==> config.mk <==
export PLATFORM = sky130hd
export DESIGN_NAME = sw_event_port
export DESIGN_NICKNAME = d
export VERILOG_FILES = /design/src/rtl/sw_event_port.sv
export SDC_FILE = /design/constraint.sdc
export NUM_CORES = 1
export LEC_CHECK = 0
export CAP_MARGIN = 20
export CORE_ASPECT_RATIO = 0.75
export CORE_MARGIN = 2
export CORE_UTILIZATION = 29
export CTS_CLUSTER_SIZE = 12
export DETAILED_ROUTE_END_ITERATION = 10
export SYNTH_ARGS = -nofsm -noshare
export SYNTH_HDL_FRONTEND = slang
export SYNTH_SLANG_ARGS = --single-unit
==> constraint.sdc <==
create_clock -name clk -period 7.8 [get_ports clk]
set_clock_uncertainty 0.1 [all_clocks]
set_input_delay 1.17 -clock clk [delete_from_list [all_inputs] [get_ports clk]]
set_output_delay 1.17 -clock clk [all_outputs]
set_load 0.005 [all_outputs]
==> src/rtl/sw_event_port.sv <==
// Debounced slide-switch input port with a timestamped change-event FIFO on the data bus.
// Optional macro SW_EVENT_IRQ_EN adds a registered irq output and an IRQ_MASK bit in CTRL/STATUS.
module sw_event_port #(
  parameter int               WIDTH      = 32,
  parameter int               SW_WIDTH   = 18,
  parameter logic [WIDTH-1:0] BASE_ADDR  = 32'd260,
  parameter int               FIFO_DEPTH = 8,
  parameter int               DB_CYCLES  = 250000
) (
  input  logic                clk,
  input  logic                rst_n,
  input  logic [WIDTH-1:0]    addr,
  input  logic [WIDTH-1:0]    data_in,
  input  logic [2:0]          MemLen,
  input  logic                MemRead,
  input  logic                MemWrite,
  input  logic [SW_WIDTH-1:0] sw_in,
  output logic                hit,
`ifdef SW_EVENT_IRQ_EN
  output logic                irq,
`endif
  output logic [WIDTH-1:0]    data_out
);
  // state    | meaning
  // ST_FILL0 | no post-reset debounce sample taken yet
  // ST_FILL1 | one post-reset sample held (s_new only)
  // ST_WAIT  | both samples real; first stable tick seeds the level, no event
  // ST_RUN   | init done; stable changes update level and push events
  typedef enum logic [1:0] {ST_FILL0, ST_FILL1, ST_WAIT, ST_RUN} state_t;

  localparam int AW  = $clog2(FIFO_DEPTH);
  localparam int CW  = AW + 1;
  localparam int DBW = $clog2(DB_CYCLES);

  state_t              state, state_nxt;
  logic [SW_WIDTH-1:0] sync1, sync2, s_new, s_old, level;
  logic [DBW-1:0]      div_cnt;
  logic [12:0]         ts;
  logic                tick, stable, load_lvl, push_req;
  logic                enable, ovf, irq_mask_bit;
  logic [30:0]         mem [FIFO_DEPTH];
  logic [AW-1:0]       rd_ptr, wr_ptr;
  logic [CW-1:0]       count;
  logic                empty, full, pop, flush, do_push, ovf_set, wr_ctrl, rd_data;
  logic [WIDTH-1:0]    offs;
  logic [1:0]          reg_sel;
  logic [31:0]         count_ext;
  logic [3:0]          cnt_cap;
  logic [8:0]          status_word;
  logic                unused_bits;

  assign unused_bits = ^{MemLen, data_in};

  always_ff @(posedge clk or negedge rst_n) begin
    if (!rst_n) begin
      sync1 <= '0;
      sync2 <= '0;
    end else begin
      sync1 <= sw_in;
      sync2 <= sync1;
    end
  end

  assign tick = (div_cnt == DBW'(DB_CYCLES - 1));

  always_ff @(posedge clk or negedge rst_n) begin
    if (!rst_n) begin
      div_cnt <= '0;
      s_new   <= '0;
      s_old   <= '0;
      ts      <= '0;
    end else begin
      div_cnt <= tick ? '0 : div_cnt + DBW'(1);
      if (tick) begin
        s_new <= sync2;
        s_old <= s_new;
        ts    <= ts + 13'd1;
      end
    end
  end

  assign stable = (s_new == s_old);

  always_ff @(posedge clk or negedge rst_n) begin
    if (!rst_n) state <= ST_FILL0;
    else        state <= state_nxt;
  end

  always_comb begin
    state_nxt = state;
    case (state)
      ST_FILL0: if (tick)           state_nxt = ST_FILL1;
      ST_FILL1: if (tick)           state_nxt = ST_WAIT;
      ST_WAIT:  if (tick && stable) state_nxt = ST_RUN;
      default:                      state_nxt = ST_RUN;
    endcase
  end

  always_comb begin
    load_lvl = 1'b0;
    push_req = 1'b0;
    if (tick && stable) begin
      if (state == ST_WAIT) begin
        load_lvl = 1'b1;
      end else if (state == ST_RUN && s_new != level) begin
        load_lvl = 1'b1;
        push_req = enable;
      end
    end
  end

  always_ff @(posedge clk or negedge rst_n) begin
    if (!rst_n)        level <= '0;
    else if (load_lvl) level <= s_new;
  end

  // BASE_ADDR is word-aligned, so the low offset bits equal the low address bits
  assign offs    = addr - BASE_ADDR;
  assign hit     = (offs < WIDTH'(16)) && (offs[1:0] == 2'b00);
  assign reg_sel = offs[3:2];
  assign wr_ctrl = MemWrite && hit && (reg_sel == 2'd3);
  assign rd_data = MemRead && hit && (reg_sel == 2'd1);

  assign empty   = (count == '0);
  assign full    = (count == CW'(FIFO_DEPTH));
  assign pop     = rd_data && !empty;
  assign flush   = wr_ctrl && data_in[1];
  assign do_push = push_req && (!full || pop) && !flush;
  assign ovf_set = push_req && full && !pop && !flush;

  always_ff @(posedge clk or negedge rst_n) begin
    if (!rst_n) begin
      rd_ptr <= '0;
      wr_ptr <= '0;
      count  <= '0;
    end else if (flush) begin
      rd_ptr <= '0;
      wr_ptr <= '0;
      count  <= '0;
    end else begin
      if (do_push) wr_ptr <= wr_ptr + AW'(1);
      if (pop)     rd_ptr <= rd_ptr + AW'(1);
      if (do_push && !pop)      count <= count + CW'(1);
      else if (!do_push && pop) count <= count - CW'(1);
    end
  end

  always_ff @(posedge clk) begin
    if (do_push) mem[wr_ptr] <= {ts, 18'(s_new)};
  end

  // an overflowing push outranks a coincident clear
  always_ff @(posedge clk or negedge rst_n) begin
    if (!rst_n) begin
      ovf    <= 1'b0;
      enable <= 1'b1;
    end else begin
      if (ovf_set)                     ovf <= 1'b1;
      else if (wr_ctrl && data_in[0])  ovf <= 1'b0;
      if (wr_ctrl) enable <= data_in[2];
    end
  end

`ifdef SW_EVENT_IRQ_EN
  logic irq_mask;

  always_ff @(posedge clk or negedge rst_n) begin
    if (!rst_n) begin
      irq_mask <= 1'b0;
      irq      <= 1'b0;
    end else begin
      if (wr_ctrl) irq_mask <= data_in[3];
      irq <= !empty && irq_mask;
    end
  end

  assign irq_mask_bit = irq_mask;
`else
  assign irq_mask_bit = 1'b0;
`endif

  assign count_ext   = 32'(count);
  assign cnt_cap     = (count_ext > 32'd15) ? 4'hF : count_ext[3:0];
  assign status_word = {irq_mask_bit, cnt_cap, enable, ovf, full, empty};

  always_comb begin
    data_out = '0;
    if (hit) begin
      case (reg_sel)
        2'd0:    data_out = WIDTH'(status_word);
        2'd1:    if (!empty) data_out = WIDTH'({1'b1, mem[rd_ptr]});
        2'd2:    data_out = WIDTH'(level);
        default: data_out = '0;
      endcase
    end
  end

endmodule

## Word level (Yosys, flattened, before mapping)

Memory sizes are Yosys's and may differ from the RTL's.
Index checks and enable logic that the tools add are counted.

- Add/sub/neg operators: 7
- Equality and inequality tests: 13
- Reductions and logical operators: 32
- Order comparisons: 2
- Mux-type cells: 26

Operators by type and width:

| cell | count |
|---|---|
| $pmux 32 s3 | 1 |
| $mux 32 | 2 |
| $lt 32x5->1 const B | 1 |
| $sub 32x9->32 const B | 1 |
| $add 18x1->18 const B | 1 |
| $eq 18x18->1 | 1 |
| $eq 18x18->1 const B | 1 |
| $mux 18 | 1 |
| $ne 18x18->1 | 1 |
| $logic_and 1x1->1 | 17 |
| $mux 4 | 4 |
| $add 13x1->13 const B | 1 |
| $mux 3 | 4 |
| $mux 1 | 10 |
| $eq 2x2->1 const B | 4 |
| $add 3x1->3 const B | 2 |
| $logic_not 2->1 | 3 |
| $mux 2 | 3 |
| $ne 2x2->1 const B | 3 |
| $pmux 2 s3 | 1 |
| $reduce_bool 2->1 | 3 |
| $logic_not 1->1 | 5 |
| $add 4x1->4 const B | 1 |
| $eq 2x1->1 const B | 2 |
| other kinds (7) | 7 |

- Output and inout port bits: 33
- Memories: 1
- Logic and storage cells: 94
- Bits in registers: 135
- Bits of input ports: 89
- Memory bits (writable): 248

Memories:

| name | depth | bits a word | read ports | clocked after memory_dff | wr ports | line | RTL |
|---|---|---|---|---|---|---|---|
| mem | 8 | 31 | 1 | 0 | 1 | 41 | `logic [30:0] mem [FIFO_DEPTH];` |

## Depth between registers and ports, before layout

- Depth after elaboration: 14
- Depth in mapped cells: 15
- Mapped depth without buffers: 14

## Worst setup path after synthesis

Ideal clock, no wire load.

- Kind: input to register
- Start point: in addr[23]
- End point: mem mem[0][0] (enable)
- Data required time: 7242 ps
- Arrival: 4762 ps
- Path slack: 2480 ps
- Stages on the path: 8
- Cell sequence: nor4_4 -> nand4_1 -> or3_1 -> nor4_1 -> nand2b_1 -> nand2_1 -> nand4bb_1 -> nor3_1

- Word-level cells in the longest chain between the ends: 11
- Elaborated cells between the ends (all ways): 15

RTL lines:

| element | line | RTL |
|---|---|---|
| start: declaration | 12 | `input logic [WIDTH-1:0] addr,` |
| $sub 32x9->32 * | 118 | `assign offs = addr - BASE_ADDR;` |
| $lt 32x5->1 * | 119 | `assign hit = (offs < WIDTH'(16)) && (offs[1:0] == 2'b00);` |
| $logic_and 1x1->1 * | 119 |  |
| $logic_and 1x1->1 (2 in series) | 122 | `assign rd_data = MemRead && hit && (reg_sel == 2'd1);` |
| $logic_and 1x1->1 | 126 | `assign pop = rd_data && !empty;` |
| $logic_or 1x1->1 | 128 | `assign do_push = push_req && (!full \|\| pop) && !flush;` |
| $logic_and 1x1->1 | 128 |  |
| $logic_and 1x1->1 * | 128 |  |
| $mux 1 * | 149 | `if (do_push) mem[wr_ptr] <= {ts, 18'(s_new)};` |
| $mux 1 (implied by the code) * | 149 |  |
| end: declaration | 41 |  |

Every way passes the cells marked *; elsewhere a longest branch is shown, timed or not.

## Final worst setup path

- Start point: in addr[3]
- End point: out data_out[13]

- Word-level cells in the longest chain between the ends: 4
- Elaborated cells between the ends (all ways): 8

RTL lines:

| element | line | RTL |
|---|---|---|
| $sub 32x9->32 * | 118 |  |
| $lt 32x5->1 (tied with other cells) | 119 |  |
| $logic_and 1x1->1 / $pmux 32 s3 (equally long branches) | 119, 189 |  |
| $mux 32 * | 188 | `if (hit) begin` |
| end: declaration | 22 | `output logic [WIDTH-1:0] data_out` |

Marks and branches as above.

==> impl_metrics.json <==
{
  "die_y_um": 204,
  "synthCells": 907,
  "worstMarginPinSlew_ns": 1.14,
  "dp_cells": 1688,
  "viasPerCell": 4.63,
  "clock_path_buffers": 3,
  "grt_pass1_wl_mm": 52.3,
  "antenna_found_initial": 0,
  "gp_congestion": 0.808,
  "yosys_warnings": 0,
  "die_x_um": 271,
  "setup_viol": 0,
  "cts_tree": "built",
  "initial_core_util_pct": 29.3,
  "post_cts_buffers": 0,
  "dr.pass1.iters": 5,
  "status": "finished, final reports clean",
  "ys_types": 60,
  "clk_latency_ns": 0.54,
  "synthesis.area_um2": 15500,
  "crit_required_ns": 6.53,
  "routed-wl-met3_mm": 2.02,
  "path_max_fanout": 14,
  "ys_ff_latch": 383,
  "cts.sinks": 383,
  "antenna_left": 0,
  "drive_above_1_share_pct": 20.4,
  "met2_length_mm": 14.4,
  "cts_resized": 0,
  "ir_worst_vdd_mv": 0.143,
  "r2r_cells": 8,
  "highest_layer": "met4",
  "synthArstFlopShare_pct": 35.2,
  "htree_levels": 2,
  "setup_tns_ns": 0,
  "ys_seq_area_share_pct": 69.8,
  "stdcell_count": 1761,
  "synth_area_leaders": "edfxtp_1 (48%), dfrtp_1 (22%), mux4_2 (9.0%)",
  "cts_buffers": 39,
  "critical_path_class": "primary input to primary output",
  "yosysMostFrequentCell": "edfxtp_1",
  "cp_data_arrival_time_ns": 4.90,
  "cap_violations": 0,
  "hpwl_mm": 20.7,
  "drt_iter0_drc": 542,
  "design.die.area_um2": 55300,
  "layout_min_cycle_time_ns": 6.17,
  "rsz0062_at_grt": "no",
  "synth_top_area_cell": "edfxtp_1",
  "post-route-period-util_pct": 79.1,
  "wl_per_cell_um": 19.2,
  "grt_max_degree": 71,
  "power_density_nw_per_um2": 215,
  "root_buffer": "clkbuf_16",
  "wl_mm": 33.8,
  "clkSlewWorstSetupHoldPaths_ns": 0.06,
  "fmax_mhz": 162,
  "slew_headroom_pct": 23.2,
  "synth_top_area_share_pct": 48.0,
  "drcViolationCount": 0,
  "start_kind": "primary input",
  "core_area_um2": 52900,
  "slew_violations": 0,
  "syn2layout_area_growth_pct": 19.5,
  "overflow": 0,
  "vias": 8149,
  "io_pins": 122,
  "numPortBuffers": 89,
  "p_leak_nw": 7.14,
  "hold_buffers": 0,
  "nets": 1114,
  "hold_class": "flip-flop to flip-flop",
  "first_global_vias": 8484,
  "synth_fp_nets": 1003,
  "grt_usage_pct": 12.4,
  "met1_length_mm": 16.9,
  "worst-r2r-setup-slack_ns": 3.40,
  "synth-edff-count": 248,
  "synth_flop_cell": "edfxtp_1",
  "end_kind": "primary output",
  "hold_depth": 0,
  "hold_violations": 0,
  "syn-mean-instance-area_um2": 17.1,
  "num_rows": 73,
  "synthTopCellsByCount": "edfxtp_1 (248), dfrtp_1 (134), nor2_1 (67)"
}
flip-flops by register name, indices dropped and copies added, names as in the netlist, 13 cells and up:
name	count
level	18
div_cnt	18
mem	248
s_old	18
sync2	18
s_new	18
sync1	18
ts	13
metrics by stage:
stage | cell area [um2] | hold WS [ns] | total power [mW] | util [%] | setup slack [ns]
after floorplan | 15500 | 0.231 | 2.21 | - | 2.48
after global placement | 17300 | 0.234 | 2.26 | 32.7 | 1.65
after detailed placement | 17300 | 0.235 | 2.26 | 32.7 | 1.60
after CTS | 18500 | 0.248 | 4.03 | 35.0 | 1.60
after global routing | 18500 | 0.255 | 4.12 | 35.0 | 1.33
final | 18500 | 0.246 | 3.98 | 35.0 | 1.63
critical path, cell delays in order:
cell and delay (ns):
clkdlybuf4s50_1 0.70, nor2_2 0.40, a31oi_1 0.20, nor3_1 0.21, nor4_1 0.09, or4_1 0.89, clkinv_4 0.22, nand2_2 0.26
nor2_1 0.23, clkdlybuf4s50_1 0.52
worst paths after layout:
path | to | start
max in group asynchronous | rd_ptr[0]$_DFFE_PN0P_ | rst_n
min reg2reg | sync2[0]$_DFF_PN0_ | sync1[0]$_DFF_PN0_
max reg2reg | mem[4][11]$_DFFE_PP_ | s_new[4]$_DFFE_PN0N_
min in group asynchronous | div_cnt[7]$_DFF_PN0_ | rst_n
max | data_out[13] | addr[3]
min | sync2[0]$_DFF_PN0_ | sync1[0]$_DFF_PN0_
power breakdown:
part           internal [mW]  total [mW]  switching, mW
Clock                   1.01        1.77          0.757
Sequential              2.15        2.16        0.00254
Combinational         0.0292      0.0608         0.0316
Total                   3.19        3.98          0.791
layer usage:
metal  global-route usage [%]  vias up
met3                     2.76       35
met1                     18.9     4214
met2                     17.9      203
met4                     2.47        0
met5                        0        -
li1                         -     3697
kinds of logic (layout without fill, tap and decap cells):
family                   after synthesis  in the layout  synth area share [%]
other                                  0              1                     0
XOR/XNOR                              67             67                  3.79
AND/OR/NAND/NOR                      202            202                  6.97
multiplexers                         153            153                  15.5
AO/OA/AOI/OAI                         51             51                  2.03
buffers and inverters                 44            185                  1.29
flip-flops                           383            383                  69.8
adder cells (fa/ha/maj)                7              7                 0.613
area by class of cell:
type / count / area, um2
Sequential cell: 383 / 10800
Multi-Input combinational cell: 480 / 4540
Fill cell: 5008 / 34400
Clock buffer: 65 / 1110
Timing Repair Buffer: 105 / 1030
Tap cell: 712 / 891
Inverter: 9 / 38.8
Antenna cell: 1 / 2.50
Clock inverter: 6 / 71.3
cells in the final DEF, fill, tap and decap left out, drive strengths merged, types with 4 or more instances in the layout:
cell type / Yosys / routed
nor3: 13 / 13
edfxtp: 248 / 248
nand2: 40 / 40
clkbuf: 16 / 65
and3: 9 / 9
ha: 6 / 6
buf: 19 / 17
nor4: 17 / 17
inv: 8 / 10
xnor2: 39 / 39
xor2: 28 / 28
clkdlybuf4s50: 0 / 88
nor2: 69 / 69
a22oi: 7 / 7
mux2: 59 / 59
mux2i: 32 / 32
mux4: 62 / 62
nand3: 16 / 16
o21ai: 17 / 17
nand4: 15 / 15
dfrtp: 134 / 134
or3: 4 / 4
a21oi: 16 / 16
clkinv: 1 / 4
(Power assumes the default switching activity.)
